File: src/rtl/fetch_stage.sv
// fetch_stage: MIPS instruction fetch. Owns the PC, drives a variable-latency
// imem req/ack port, and hands one registered instruction to the decoder.
module fetch_stage #(
   parameter int                  PC_WIDTH = 32,
   parameter int                  IWIDTH   = 32,
   parameter logic [PC_WIDTH-1:0] RESET_PC = '0
) (
   input  logic                f_clk,
   input  logic                f_rst,
   input  logic                f_i_stall,
   input  logic                f_i_change_pc,
   input  logic [PC_WIDTH-1:0] f_i_alu_pc,
   output logic                f_o_imem_req,
   output logic [PC_WIDTH-1:0] f_o_imem_addr,
   input  logic                f_i_imem_ack,
   input  logic [IWIDTH-1:0]   f_i_imem_data,
   output logic [IWIDTH-1:0]   f_o_instr,
   output logic [PC_WIDTH-1:0] f_o_pc,
   output logic                f_o_ce
);

   localparam logic [1:0] S_IDLE = 2'd0;
   localparam logic [1:0] S_REQ  = 2'd1;
   localparam logic [1:0] S_SKID = 2'd2;

   logic [1:0]          r_state;
   logic [PC_WIDTH-1:0] r_pc;
   logic                r_req;
   logic [PC_WIDTH-1:0] r_addr;
   logic                r_discard;
   logic [IWIDTH-1:0]   r_instr;
   logic [PC_WIDTH-1:0] r_opc;
   logic                r_ce;
   logic [IWIDTH-1:0]   r_sk_instr;
   logic [PC_WIDTH-1:0] r_sk_pc;

   logic [PC_WIDTH-1:0] w_tgt;
   logic [PC_WIDTH-1:0] w_inc;
   logic                w_ack;
   logic                w_free;

   // Redirect target is forced word aligned; pc+4 wraps naturally.
   assign w_tgt  = f_i_alu_pc & ~PC_WIDTH'(3);
   assign w_inc  = r_addr + PC_WIDTH'(4);
   assign w_ack  = r_req & f_i_imem_ack;
   assign w_free = ~r_ce | ~f_i_stall;

   assign f_o_imem_req  = r_req;
   assign f_o_imem_addr = r_addr;
   assign f_o_instr     = r_instr;
   assign f_o_pc        = r_opc;
   assign f_o_ce        = r_ce;

   // Fetch FSM, output register and skid slot; redirect overrides all.
   always_ff @(posedge f_clk or negedge f_rst) begin
      if (!f_rst) begin
         r_state    <= S_IDLE;
         r_pc       <= RESET_PC;
         r_req      <= 1'b0;
         r_addr     <= RESET_PC;
         r_discard  <= 1'b0;
         r_instr    <= '0;
         r_opc      <= '0;
         r_ce       <= 1'b0;
         r_sk_instr <= '0;
         r_sk_pc    <= '0;
      end else begin
         if (r_ce && !f_i_stall) begin
            r_ce <= 1'b0;
         end
         if (f_i_change_pc) begin
            r_pc <= w_tgt;
            r_ce <= 1'b0;
            if (r_req && !f_i_imem_ack) begin
               // Keep address stable; the in-flight ack gets dropped.
               r_discard <= 1'b1;
            end else begin
               r_discard <= 1'b0;
               r_req     <= 1'b1;
               r_addr    <= w_tgt;
               r_state   <= S_REQ;
            end
         end else begin
            unique case (r_state)
               S_IDLE: begin
                  r_req   <= 1'b1;
                  r_addr  <= r_pc;
                  r_state <= S_REQ;
               end
               S_REQ: begin
                  if (w_ack) begin
                     if (r_discard) begin
                        r_discard <= 1'b0;
                        r_addr    <= r_pc;
                     end else if (w_free) begin
                        r_instr <= f_i_imem_data;
                        r_opc   <= r_addr;
                        r_ce    <= 1'b1;
                        r_pc    <= w_inc;
                        r_addr  <= w_inc;
                     end else begin
                        r_sk_instr <= f_i_imem_data;
                        r_sk_pc    <= r_addr;
                        r_req      <= 1'b0;
                        r_pc       <= w_inc;
                        r_state    <= S_SKID;
                     end
                  end
               end
               S_SKID: begin
                  if (!f_i_stall) begin
                     r_instr <= r_sk_instr;
                     r_opc   <= r_sk_pc;
                     r_ce    <= 1'b1;
                     r_req   <= 1'b1;
                     r_addr  <= r_pc;
                     r_state <= S_REQ;
                  end
               end
               default: begin
                  r_req   <= 1'b0;
                  r_state <= S_IDLE;
               end
            endcase
         end
      end
   end

endmodule

File: config.mk
export PLATFORM = sky130hd
export DESIGN_NAME = fetch_stage
export DESIGN_NICKNAME = d
export VERILOG_FILES = /design/src/rtl/fetch_stage.sv
export SDC_FILE = /design/constraint.sdc
export NUM_CORES = 1
export LEC_CHECK = 0
export ABC_AREA = 0
export CAP_MARGIN = 20
export CORE_ASPECT_RATIO = 0.6
export CORE_MARGIN = 1.5
export CORE_UTILIZATION = 53
export CTS_CLUSTER_DIAMETER = 120
export DETAILED_ROUTE_END_ITERATION = 16
export GPL_TIMING_DRIVEN = 0
export PLACE_DENSITY_LB_ADDON = 0.05
export SLEW_MARGIN = 20
export SYNTH_ARGS = -nofsm -noshare
export SYNTH_HDL_FRONTEND = slang
export SYNTH_SLANG_ARGS = --single-unit
File: constraint.sdc
create_clock -name f_clk -period 2.35 [get_ports f_clk]
set_input_delay 0.47 -clock f_clk [delete_from_list [all_inputs] [get_ports f_clk]]
set_output_delay 0.47 -clock f_clk [all_outputs]
set_load 0.01 [all_outputs]
==> out/summary.json, run 1 <==
{
  "crit_fanout": 10,
  "die_area_mm2": 0.0191,
  "port-buffer-count": 163,
  "yosysUniqueCellTypes": 57,
  "drive_gt1_share_pct": 15.6,
  "tritoncts_clock_tree": "done",
  "route.detailed.drc": 0,
  "p_switching_w": 0.00556,
  "timing.hold.ws_ns": 0.479,
  "synth_xor_area_share_pct": 2.18,
  "clock-skew-final_ns": 0.0135,
  "grt_pass1_wl_um": 42200,
  "worst-endpoint-required_ns": 2.67,
  "ys_async_sr_fraction_pct": 100,
  "finalWirelength_um": 27100,
  "die_w_um": 177,
  "cap_violations": 0,
  "setup_viol_count_final": 0,
  "irDropWorstVdd_v": 0.000595,
  "synth_compound_area_share_pct": 14.4,
  "synth_area_leaders": "sky130_fd_sc_hd__dfrtp_1, sky130_fd_sc_hd__mux2i_1, sky130_fd_sc_hd__mux2_2, sky130_fd_sc_hd__o21ai_0, sky130_fd_sc_hd__nand2_1",
  "power.share.sequential_pct": 36.2,
  "area_growth_syn_to_layout_pct": 28.5,
  "place_congestion": 0.934,
  "holdCritPathClass": "reg2reg",
  "routed_via_density": 5.89,
  "postSynthCellCount": 928,
  "cts_max_level": 4,
  "path_class": "reg2reg",
  "initial_core_util_pct": 53.8,
  "syn-cell-area_mm2": 0.00966,
  "nNetsFinal": 1191,
  "antenna_found_initial": 0,
  "core_region_area_mm2": 0.0180,
  "p_per_area_mw_per_mm2": 1160,
  "insertion_delay_ns": 0.44,
  "cts.root.buffer_cell": "sky130_fd_sc_hd__clkbuf_16",
  "post-synth-top-count-cell": "sky130_fd_sc_hd__dfrtp_1",
  "run_status": "finished clean",
  "share_comb_of_total_power_pct": 42.9,
  "row_count": 38,
  "dp_worst_setup_slack_ns": -0.575,
  "number_of_flops_mapped_to_enable_cells_by_yosys": 0,
  "antenna_cell_count": 0,
  "ys.flop_type": "sky130_fd_sc_hd__dfrtp_1",
  "period_needed_ns": 2.29,
  "worst_pin_slew_ns": 0.798,
  "synth.top_cell.area_share_pct": 50.8,
  "drt-pass1-iter-count": 7,
  "gr-total-overflow": 0,
  "tritoncts_num_sinks": 196,
  "avgRoutedWirePerCell_um": 19.7,
  "clkPwrFrac_pct": 20.9,
  "postSynthAreaPerCell_um2": 10.4,
  "slew_violations": 0,
  "fp.dieH_um": 108,
  "synthesis.nets": 1002,
  "power.leakage_nw": 5.43,
  "report.final.hold_viol_count": 0,
  "vias_in_the_first_global_route": 7650,
  "ys_ff_latch": 196,
  "dr_total_vias": 8072,
  "critPathCaptureType": "flip-flop",
  "synth_sequential_area_ratio_pct": 50.8,
  "switching_share_of_total_power_pct": 38.5,
  "grt_max_degree": 98,
  "gr_usage_total_pct": 29.3,
  "intPower_w": 0.00890,
  "layout_worst_path_cycle_share_pct": 97.4,
  "setup.worst_path.start_class": "flip-flop",
  "n_fill_cell": 1401,
  "dp.final_hpwl_um": 19300,
  "ys.warnings.count": 0,
  "highest_clock_frequency_the_design_can_meet_mhz": 437,
  "largest_family_of_logic_cells_by_synthesized_area": "multiplexers",
  "yosys.area.top_type": "sky130_fd_sc_hd__dfrtp_1",
  "final_critical_path_setup_slack_ns": 0.0616,
  "timing.max_slew.rel_slack_pct": 46.3,
  "detail-route-antenna-nets": 0,
  "synthSimpleGateAreaFrac_pct": 13.0,
  "path_clk_slew_ns": 0.08,
  "synthMuxAreaShare_pct": 14.8,
  "cts_inserted_buffers": 17,
  "synthAdderAreaFrac_pct": 0.648,
  "synth_commonest_cells": "sky130_fd_sc_hd__dfrtp_1, sky130_fd_sc_hd__o21ai_0, sky130_fd_sc_hd__nand2_1",
  "drt_iter0_drc": 860,
  "num_io_pins": 167,
  "clock_path_buffers": 2,
  "arrival_time_of_the_worst_setup_path_ns": 2.61,
  "rsz_0062_raised_after_global_routing": "true",
  "timing.reg2reg.setup_slack_ns": 0.06
}
-- cell families after synthesis --
family | count (synthesis)
AO/OA/AOI/OAI | 235
XOR/XNOR | 24
multiplexers | 135
flip-flops | 196
AND/OR/NAND/NOR | 244
adder cells (fa/ha/maj) | 5
buffers and inverters | 89
-- worst paths after layout --
kind / endpoint / from / cells past startpoint
max in group asynchronous: f_o_pc[28] / f_rst / 4
setup reg to reg: f_o_imem_addr[23] / f_o_imem_req / 8
hold / removal: f_o_pc[8] / f_o_pc[8] / 2
setup / recovery: f_o_imem_addr[23] / f_o_imem_req / 8
hold reg to reg: f_o_pc[8] / f_o_pc[8] / 2
min in group asynchronous: f_o_instr[22] / f_rst / 2
-- flip-flops by register name, indices dropped and copies added (netlist names) --
| signal | cells |
|---|---|
| f_o_ce | 1 |
| f_o_imem_addr | 32 |
| f_o_imem_req | 1 |
| f_o_instr | 32 |
| f_o_pc | 32 |
| r_discard | 1 |
| r_pc | 32 |
| r_sk_instr | 32 |
| r_sk_pc | 32 |
| r_state | 1 |
-- cells in the final DEF (no fill, tap or decap), drive strengths merged, types with 18 or more instances in the layout --
| cell | n |
|---|---|
| mux2 | 65 |
| a21oi | 38 |
| clkdlybuf4s50 | 162 |
| nand3 | 19 |
| o21ai | 129 |
| nor2 | 38 |
| buf | 46 |
| dfrtp | 196 |
| nand2 | 120 |
| and3 | 18 |
| inv | 18 |
| mux2i | 70 |
| clkbuf | 58 |
-- layer usage --
layer / track usage (%) / up-vias / share of wire (%)
met3: 6.36 / 38 / 8.9
met4: 9.60 / 0 / 1.6
met2: 40.6 / 383 / 42
met5: 0 / - / 0
met1: 44.9 / 3952 / 47
li1: - / 3699 / -
-- per-stage QoR --
| stage | util (%) | std cells | instance area, µm² | power [W] | TNS, ns |
|---|---|---|---|---|---|
| 2_1_floorplan | - | 928 | 9660 | 0.00840 | 0 |
| 3_3_place_gp | 64.5 | 1331 | 11600 | 0.0111 | -1517.36 |
| 3_5_place_dp | 64.8 | 1333 | 11700 | 0.0112 | -47.07 |
| 4_1_cts | 68.7 | 1366 | 12400 | 0.0144 | 0 |
| 5_1_grt | 69.1 | 1370 | 12400 | 0.0153 | -0.0758 |
| 6_report | 69.1 | 1370 | 12400 | 0.0145 | 0 |
-- power by group through the flow --
| stage | Clock [W] | Sequential [W] | Combinational (W) |
|---|---|---|---|
| floorplan | 0 | 0.00541 | 0.00299 |
| global placement | 0 | 0.00524 | 0.00586 |
| detailed placement | 0 | 0.00527 | 0.00597 |
| CTS | 0.00304 | 0.00523 | 0.00608 |
| global route | 0.00320 | 0.00536 | 0.00673 |
| finish | 0.00302 | 0.00524 | 0.00620 |
-- final cells by class --
type	instances	area [µm²]	area share (%)
clock inverter	13	159	1.28
timing repair buffer	172	1760	14.2
buffer	76	404	3.26
sequential	196	4910	39.5
multi-input combinational	643	4400	35.4
clock buffer	19	443	3.57
tap	240	300	2.42
inverter	11	41.3	0.333
-- critical path, cell delays in order, from the launching register on --
cell                      delay [ns]
sky130_fd_sc_hd__dfrtp_2        0.43
sky130_fd_sc_hd__inv_1          0.09
sky130_fd_sc_hd__ha_1           0.29
sky130_fd_sc_hd__or3_1          0.47
sky130_fd_sc_hd__nor2_4         0.15
sky130_fd_sc_hd__a211o_1        0.17
sky130_fd_sc_hd__buf_6          0.19
sky130_fd_sc_hd__a31oi_1        0.06
sky130_fd_sc_hd__a311o_1        0.34
-- what timing repair did --
action	in CTS	in global routing
pin swaps	1	4
gates resized for setup	28	31
buffers inserted	2	4
hold buffers	1	0
hold endpoints to repair	42	0
endpoints found under the setup margin	130	151
Note: power is estimated with default switching activity, not from simulation.
==> run 2, diff against run 1 <==
Settings changed: SLEW_MARGIN 20 to default.
==> run 2 against run 1 <==
Net effect:
- die area unchanged
- critical endpoint unchanged
- clock skew down 0.0035 ns
- largest cell class unchanged
- critical path type unchanged
- register-to-register slack worse by 0.02 ns
- cell area down 0.37%
==> out/summary.json, run 2 (same netlist as run 1, synthesis figures left out) <==
{
  "port-buffer-count": {"value": 163, "change": "unchanged"},
  "run_status": "finished clean",
  "clock-skew-final": {"value": 0.0100, "unit": "ns", "change": "-0.00349 ns"},
  "drive_gt1_share": {"value": 15.2, "unit": "%", "change": "-0.42 points"},
  "timing.reg2reg.setup_slack": {"value": 0.04, "unit": "ns", "change": "-0.02 ns"},
  "clock_path_buffers": {"value": 2, "change": "unchanged"},
  "fp.dieH": {"value": 108, "unit": "µm", "change": "unchanged"},
  "dp.final_hpwl": {"value": 19100, "unit": "µm", "change": "-0.91%"},
  "setup.worst_path.start_class": "flip-flop",
  "cts_max_level": {"value": 4, "change": "unchanged"},
  "die_w": {"value": 177, "unit": "µm", "change": "unchanged"},
  "setup_viol_count_final": {"value": 0, "change": "unchanged"},
  "layout_common_cells": "sky130_fd_sc_hd__dfrtp_1, sky130_fd_sc_hd__clkdlybuf4s50_1, sky130_fd_sc_hd__o21ai_0, sky130_fd_sc_hd__nand2_1, sky130_fd_sc_hd__mux2i_1",
  "antenna_cell_count": {"value": 0, "change": "unchanged"},
  "rsz_0062_raised_after_global_routing": "true",
  "p_per_area": {"value": 1160, "unit": "mW/mm²", "change": "-0.14%"},
  "worst_reg_to_reg_cells": {"value": 8, "change": "unchanged"},
  "use_met3": {"value": 7.17, "unit": "%", "change": "+0.81 points"},
  "multiInputGateArea": {"value": 0.00440, "unit": "mm²", "change": "-0.11%"},
  "crit_fanout": {"value": 10, "change": "unchanged"},
  "design_power_total": {"value": 0.0144, "unit": "W", "change": "-0.51%"},
  "gr_usage_total": {"value": 29.0, "unit": "%", "change": "-0.29 points"},
  "dr_total_vias": {"value": 8075, "change": "+0.037%"},
  "period_needed": {"value": 2.31, "unit": "ns", "change": "+0.0214 ns"},
  "end_of_the_worst_register_to_register_path": "f_o_imem_addr[23]",
  "row_count": {"value": 38, "change": "unchanged"},
  "slowest_stage": "sky130_fd_sc_hd__or3_1",
  "grt_pass1_wl": {"value": 42000, "unit": "µm", "change": "-0.59%"},
  "path_clk_slew": {"value": 0.08, "unit": "ns", "change": "about the same"},
  "slew_violations": {"value": 0, "change": "unchanged"},
  "grt_util_met2": {"value": 40.7, "unit": "%", "change": "about the same"},
  "timing.max_slew.rel_slack": {"value": 47.3, "unit": "%", "change": "+0.99 points"},
  "gate_family_responsible_for_the_most_delay_along_the_worst_path": "simple AND/OR/NAND/NOR gates",
  "layout_worst_path_cycle_share": {"value": 98.3, "unit": "%", "change": "+0.91 points"},
  "gr-total-overflow": {"value": 0, "change": "unchanged"},
  "avgRoutedWirePerCell": {"value": 19.7, "unit": "µm", "change": "-0.30%"},
  "area_growth_syn_to_layout_pct": 28.0,
  "timing.hold.ws": {"value": 0.0217, "unit": "ns", "change": "-0.458 ns"},
  "cts.root.buffer_cell": "sky130_fd_sc_hd__clkbuf_16",
  "globalRoute.busiestLayer": "met1",
  "startpoint": "f_o_imem_req",
  "nNetsFinal": {"value": 1189, "change": "-0.17%"},
  "route.detailed.drc": {"value": 0, "change": "unchanged"},
  "initial_core_util": {"value": 53.8, "unit": "%", "change": "unchanged"},
  "postLayoutCoreUtil": {"value": 68.8, "unit": "%", "change": "-0.26 points"},
  "tritoncts_num_sinks": {"value": 196, "change": "unchanged"},
  "arrival_time_of_the_worst_setup_path": {"value": 2.63, "unit": "ns", "change": "+0.02 ns"},
  "cp_slowest_stage_delay": {"value": 0.47, "unit": "ns", "change": "about the same"},
  "finalWirelength": {"value": 26900, "unit": "µm", "change": "-0.44%"},
  "report.final.hold_viol_count": {"value": 0, "change": "unchanged"},
  "path_class": "reg2reg",
  "path_cells": "inv_1 > ha_1 > or3_1 > nor2_4 > a211o_1 > buf_6 > a31oi_1 > a311o_1",
  "worstSetupEndpoint": "f_o_imem_addr[23]",
  "place_congestion": {"value": 0.934, "change": "unchanged"},
  "irDropWorstVdd": {"value": 0.000489, "unit": "V", "change": "-18%"},
  "final_common_cell": "sky130_fd_sc_hd__dfrtp_1",
  "critical_path_depth": {"value": 8, "change": "unchanged"},
  "num_io_pins": {"value": 167, "change": "unchanged"},
  "tritoncts_clock_tree": "done",
  "critical_path.n_buffers_inverters": {"value": 2, "change": "unchanged"},
  "grt_max_degree": {"value": 101, "change": "+3.1%"},
  "antenna_found_initial": {"value": 0, "change": "unchanged"},
  "holdCritPathClass": "in2async",
  "worst_pin_slew": {"value": 0.790, "unit": "ns", "change": "-0.00754 ns"},
  "n_fill_cell": {"value": 1409, "change": "+0.57%"},
  "met1_global_route_usage": {"value": 44.1, "unit": "%", "change": "-0.84 points"},
  "cts_inserted_buffers": {"value": 17, "change": "unchanged"},
  "vias_in_the_first_global_route": {"value": 7772, "change": "+1.6%"},
  "insertion_delay": {"value": 0.44, "unit": "ns", "change": "about the same"},
  "cap_violations": {"value": 0, "change": "unchanged"},
  "core_region_area": {"value": 0.0180, "unit": "mm²", "change": "unchanged"},
  "drt-pass1-iter-count": {"value": 8, "change": "+1"},
  "power.leakage": {"value": 5.40, "unit": "nW", "change": "-0.55%"},
  "r2r_start": "f_o_imem_req",
  "layout.area.seq": {"value": 0.00491, "unit": "mm²", "change": "unchanged"},
  "critPathCaptureType": "flip-flop",
  "worst-endpoint-required": {"value": 2.67, "unit": "ns", "change": "about the same"},
  "detail-route-antenna-nets": {"value": 0, "change": "unchanged"},
  "die_area": {"value": 0.0191, "unit": "mm²", "change": "unchanged"},
  "highest_clock_frequency_the_design_can_meet": {"value": 433, "unit": "MHz", "change": "-0.93%"},
  "routed_via_density": {"value": 5.90, "change": "+0.18%"},
  "drt_iter0_drc": {"value": 760, "change": "-12%"}
}
==> run 2: metrics by stage <==
step | instance area (µm²) | setup slack [ns] | cells | setup TNS [ns]
after detailed placement | 11600 | -0.604 | 1332 | -48.67
after global routing | 12400 | -0.0545 | 1368 | -0.0881
final | 12400 | 0.0402 | 1368 | 0
after floorplan | 9660 | 0.175 | 928 | 0
after global placement | 11600 | -7.53 | 1331 | -1517.36
after CTS | 12300 | 0.0110 | 1365 | 0
==> run 2: routing by layer <==
metal | share of wire (%) | vias to the layer above
met5 | 0 | -
met4 | 1.5 | 0
met3 | 10 | 36
met2 | 41 | 407
met1 | 47 | 3950
li1 | - | 3682
==> run 2: power breakdown <==
group / internal (W) / total (W) / switching, W
clock: 0.00152 / 0.00298 / 0.00145
sequential: 0.00441 / 0.00524 / 0.000823
combinational: 0.00284 / 0.00617 / 0.00333
==> run 2: cell type report <==
class / instances / area share, %
multi-input combinational: 643 / 35.5
timing repair buffer: 169 / 13.9
sequential: 196 / 39.7
tap: 240 / 2.43
clock buffer: 18 / 3.47
clock inverter: 14 / 1.35
buffer: 77 / 3.35
inverter: 11 / 0.334
==> run 2: worst min path at each step <==
stage / slack, ns / to / startpoint / cells past startpoint
4_1_cts: 0.09 / f_o_instr[20] / f_rst / 1
3_3_place_gp: 0.46 / f_o_instr[23] / f_o_instr[23] / 2
3_5_place_dp: 0.47 / f_o_pc[19] / f_o_pc[19] / 2
2_1_floorplan: 0.17 / f_o_ce / f_rst / 0
5_1_grt: 0.10 / f_o_instr[20] / f_rst / 1
6_report: 0.02 / f_o_instr[20] / f_rst / 1
==> run 2: repair_timing <==
item | 4_1_cts | 5_1_grt
hold buffers | 0 | 0
hold endpoints to repair | 0 | 0
pin swaps | 1 | 2
buffers inserted | 2 | 3
gates resized for setup | 25 | 26
setup endpoints to repair | 126 | 152
==> run 3, diff against run 2 <==
Settings changed: CORE_UTILIZATION 53 to 55, CTS_CLUSTER_SIZE from default to 30.
Clock period 2.35 ns to 2.9 ns, I/O delays scaled along.
==> run 3 against run 2 <==
Net effect:
- count of clock-buffer cells in the layout unchanged
- cell area shrank 0.96%
- first-iteration DRC count up 9.7%
- flip-flop and latch count is the same
- largest cell class unchanged
- non-clock buffer count decreased by 3
- register-to-register slack improved by 0.08 ns
- cell count decreased by 0.66%
- sequential share of layout area rose by 0.36 points
- clock skew grew 0.0080 ns
- die area decreased by 3.6%
==> out/summary.json, run 3 (same netlist as run 1, synthesis figures left out) <==
{
  "tritoncts_num_sinks": {"value": 196, "change": "unchanged"},
  "arrival_time_of_the_worst_setup_path": {"value": 3.12, "unit": "ns", "change": "+0.49 ns"},
  "cts_inserted_buffers": {"value": 17, "change": "unchanged"},
  "timing.reg2reg.setup_slack": {"value": 0.12, "unit": "ns", "change": "+0.08 ns"},
  "dp.final_hpwl": {"value": 19000, "unit": "µm", "change": "-0.58%"},
  "end_of_the_worst_register_to_register_path": "f_o_imem_addr[16]",
  "path_class": "reg2reg",
  "clkPwrFrac": {"value": 21.2, "unit": "%", "change": "+0.5 points"},
  "vias_in_the_first_global_route": {"value": 7821, "change": "+0.63%"},
  "worst_reg_to_reg_cells": {"value": 7, "change": "-1"},
  "power.share.sequential": {"value": 36.6, "unit": "%", "change": "+0.2 points"},
  "finalWirelength": {"value": 26900, "unit": "µm", "change": "-0.16%"},
  "power.leakage": {"value": 5.33, "unit": "nW", "change": "-1.3%"},
  "path_clk_slew": {"value": 0.09, "unit": "ns", "change": "about the same"},
  "avgRoutedWirePerCell": {"value": 19.8, "unit": "µm", "change": "+0.50%"},
  "switching_share_of_total_power": {"value": 39.3, "unit": "%", "change": "+0.31 points"},
  "core_region_area": {"value": 0.0172, "unit": "mm²", "change": "-4.4%"},
  "layout_common_cells": "sky130_fd_sc_hd__dfrtp_1, sky130_fd_sc_hd__clkdlybuf4s50_1, sky130_fd_sc_hd__o21ai_0, sky130_fd_sc_hd__nand2_1, sky130_fd_sc_hd__mux2i_1",
  "num_io_pins": {"value": 167, "change": "unchanged"},
  "drive_gt1_share": {"value": 12.3, "unit": "%", "change": "-2.9 points"},
  "period_needed": {"value": 2.78, "unit": "ns", "change": "+0.470 ns"},
  "antenna_cell_count": {"value": 0, "change": "unchanged"},
  "crit_fanout": {"value": 10, "change": "unchanged"},
  "rsz_0062_raised_after_global_routing": "false",
  "insertion_delay": {"value": 0.44, "unit": "ns", "change": "about the same"},
  "grt_max_degree": {"value": 107, "change": "+5.9%"},
  "antenna_found_initial": {"value": 0, "change": "unchanged"},
  "highest_clock_frequency_the_design_can_meet": {"value": 360, "unit": "MHz", "change": "-17%"},
  "report.final.hold_viol_count": {"value": 0, "change": "unchanged"},
  "drt-pass1-iter-count": {"value": 5, "change": "-3"},
  "clock-skew-final": {"value": 0.0180, "unit": "ns", "change": "+0.00797 ns"},
  "clock_path_buffers": {"value": 2, "change": "unchanged"},
  "slew_violations": {"value": 0, "change": "unchanged"},
  "worst-endpoint-required": {"value": 3.24, "unit": "ns", "change": "+0.57 ns"},
  "cts.root.buffer_cell": "sky130_fd_sc_hd__clkbuf_16",
  "tritoncts_clock_tree": "done",
  "routed_via_density": {"value": 5.95, "change": "+0.80%"},
  "design_power_total": {"value": 0.0116, "unit": "W", "change": "-19%"},
  "worst_pin_slew": {"value": 1.02, "unit": "ns", "change": "+0.228 ns"},
  "layout_worst_path_cycle_share": {"value": 95.8, "unit": "%", "change": "-2.4 points"},
  "place_congestion": {"value": 0.924, "change": "-1.0%"},
  "dr_total_vias": {"value": 8086, "change": "+0.14%"},
  "detail-route-antenna-nets": {"value": 0, "change": "unchanged"},
  "postLayoutCoreUtil": {"value": 71.3, "unit": "%", "change": "+2.5 points"},
  "die_w": {"value": 174, "unit": "µm", "change": "-1.8%"},
  "row_count": {"value": 37, "change": "-2.6%"},
  "fp.dieH": {"value": 106, "unit": "µm", "change": "-1.8%"},
  "p_switching": {"value": 0.00455, "unit": "W", "change": "-19%"},
  "route.detailed.drc": {"value": 0, "change": "unchanged"},
  "n_fill_cell": {"value": 1295, "change": "-8.1%"},
  "critPathCaptureType": "flip-flop",
  "port-buffer-count": {"value": 163, "change": "unchanged"},
  "nNetsFinal": {"value": 1186, "change": "-0.25%"},
  "setup_tns": {"value": 0, "unit": "ns", "change": "unchanged"},
  "setup_viol_count_final": {"value": 0, "change": "unchanged"},
  "final_common_cell": "sky130_fd_sc_hd__dfrtp_1",
  "timing.max_slew.rel_slack": {"value": 32.1, "unit": "%", "change": "-15 points"},
  "gr_usage_total": {"value": 30.1, "unit": "%", "change": "+1.1 points"},
  "irDropWorstVdd": {"value": 0.000423, "unit": "V", "change": "-13%"},
  "area_growth_syn_to_layout_pct": 26.8,
  "initial_core_util": {"value": 56.3, "unit": "%", "change": "+2.5 points"},
  "cap_violations": {"value": 0, "change": "unchanged"},
  "holdCritPathClass": "in2async",
  "die_area": {"value": 0.0184, "unit": "mm²", "change": "-3.6%"},
  "share_comb_of_total_power": {"value": 42.2, "unit": "%", "change": "-0.7 points"},
  "grt_pass1_wl": {"value": 42600, "unit": "µm", "change": "+1.5%"},
  "run_status": "finished clean",
  "intPower": {"value": 0.00704, "unit": "W", "change": "-20%"},
  "cts_max_level": {"value": 4, "change": "unchanged"},
  "p_per_area": {"value": 946, "unit": "mW/mm²", "change": "-19%"},
  "gr-total-overflow": {"value": 0, "change": "unchanged"},
  "drt_iter0_drc": {"value": 834, "change": "+9.7%"},
  "r2r_start": "f_o_imem_req",
  "setup.worst_path.start_class": "flip-flop",
  "cts-hold-fix-buffers": {"value": 0, "change": "unchanged"}
}
-- run 3: cell count changes in the layout (fill, tap and decap cells not counted), sizes merged --
cell,change
buf,-2
clkdlybuf4s15,-1
clkinv,-1
clkinvlp,-2
inv,+3
-- run 3: per-stage QoR --
| step | worst slack, ns | cells | cell area, µm² | hold slack (ns) |
|---|---|---|---|---|
| after floorplan | 0.725 | 928 | 9660 | 0.284 |
| after global placement | -7.06 | 1325 | 11600 | 0.461 |
| after detailed placement | -0.162 | 1326 | 11600 | 0.469 |
| after CTS | 0.0710 | 1358 | 12200 | 0.163 |
| after global routing | 0.0131 | 1359 | 12200 | 0.190 |
| final | 0.121 | 1359 | 12200 | 0.112 |
-- run 3: power groups by stage --
stage / combinational (W) / clock (W) / sequential (W)
6_report: 0.00489 / 0.00246 / 0.00424
5_1_grt: 0.00533 / 0.00259 / 0.00435
3_3_place_gp: 0.00473 / 0 / 0.00425
2_1_floorplan: 0.00242 / 0 / 0.00439
4_1_cts: 0.00486 / 0.00248 / 0.00423
3_5_place_dp: 0.00483 / 0 / 0.00427
-- run 3: worst max path at each step --
stage,startpoint,to,slack (ns),cells after the start
6_report,f_o_imem_req,f_o_imem_addr[16],0.12,7
5_1_grt,f_o_imem_req,f_o_imem_addr[28],0.01,8
4_1_cts,f_o_imem_req,r_sk_pc[12],0.07,6
3_5_place_dp,f_i_stall,f_o_pc[0],-0.16,9
2_1_floorplan,f_o_imem_req,r_sk_pc[11],0.73,6
3_3_place_gp,f_rst,f_o_instr[21],-7.06,1
-- run 3: layout make-up --
class | instances | area, µm² | share of cell area [%]
well taps | 234 | 293 | 2.39
flip-flops and latches | 196 | 4900 | 40.0
multi-input cells | 643 | 4350 | 35.5
repair buffers | 165 | 1680 | 13.7
inverters | 11 | 41.3 | 0.337
clock inverters | 14 | 179 | 1.46
plain buffers | 78 | 368 | 3.00
clock buffers | 18 | 429 | 3.50
-- run 3: layer usage --
| metal | track usage (%) | share of wire (%) | vias up |
|---|---|---|---|
| met5 | 0 | 0 | - |
| met3 | 7.14 | 9.8 | 38 |
| li1 | - | - | 3687 |
| met2 | 42.1 | 42 | 413 |
| met4 | 9.11 | 1.4 | 0 |
| met1 | 45.8 | 47 | 3948 |
-- run 3: worst max-delay path, stage by stage, from the launching register on --
cell and delay (ns):
sky130_fd_sc_hd__dfrtp_1 0.48, sky130_fd_sc_hd__ha_1 0.33, sky130_fd_sc_hd__nor2b_1 0.17, sky130_fd_sc_hd__buf_2 0.19
sky130_fd_sc_hd__nor2_1 0.48, sky130_fd_sc_hd__clkbuf_1 0.57, sky130_fd_sc_hd__a222oi_1 0.22, sky130_fd_sc_hd__o21ai_0 0.22
-- run 3: repair_timing --
action | 4_1_cts | 5_1_grt
setup buffers | 0 | 1
setup endpoints to repair | 0 | 74
resized for setup | 0 | 4
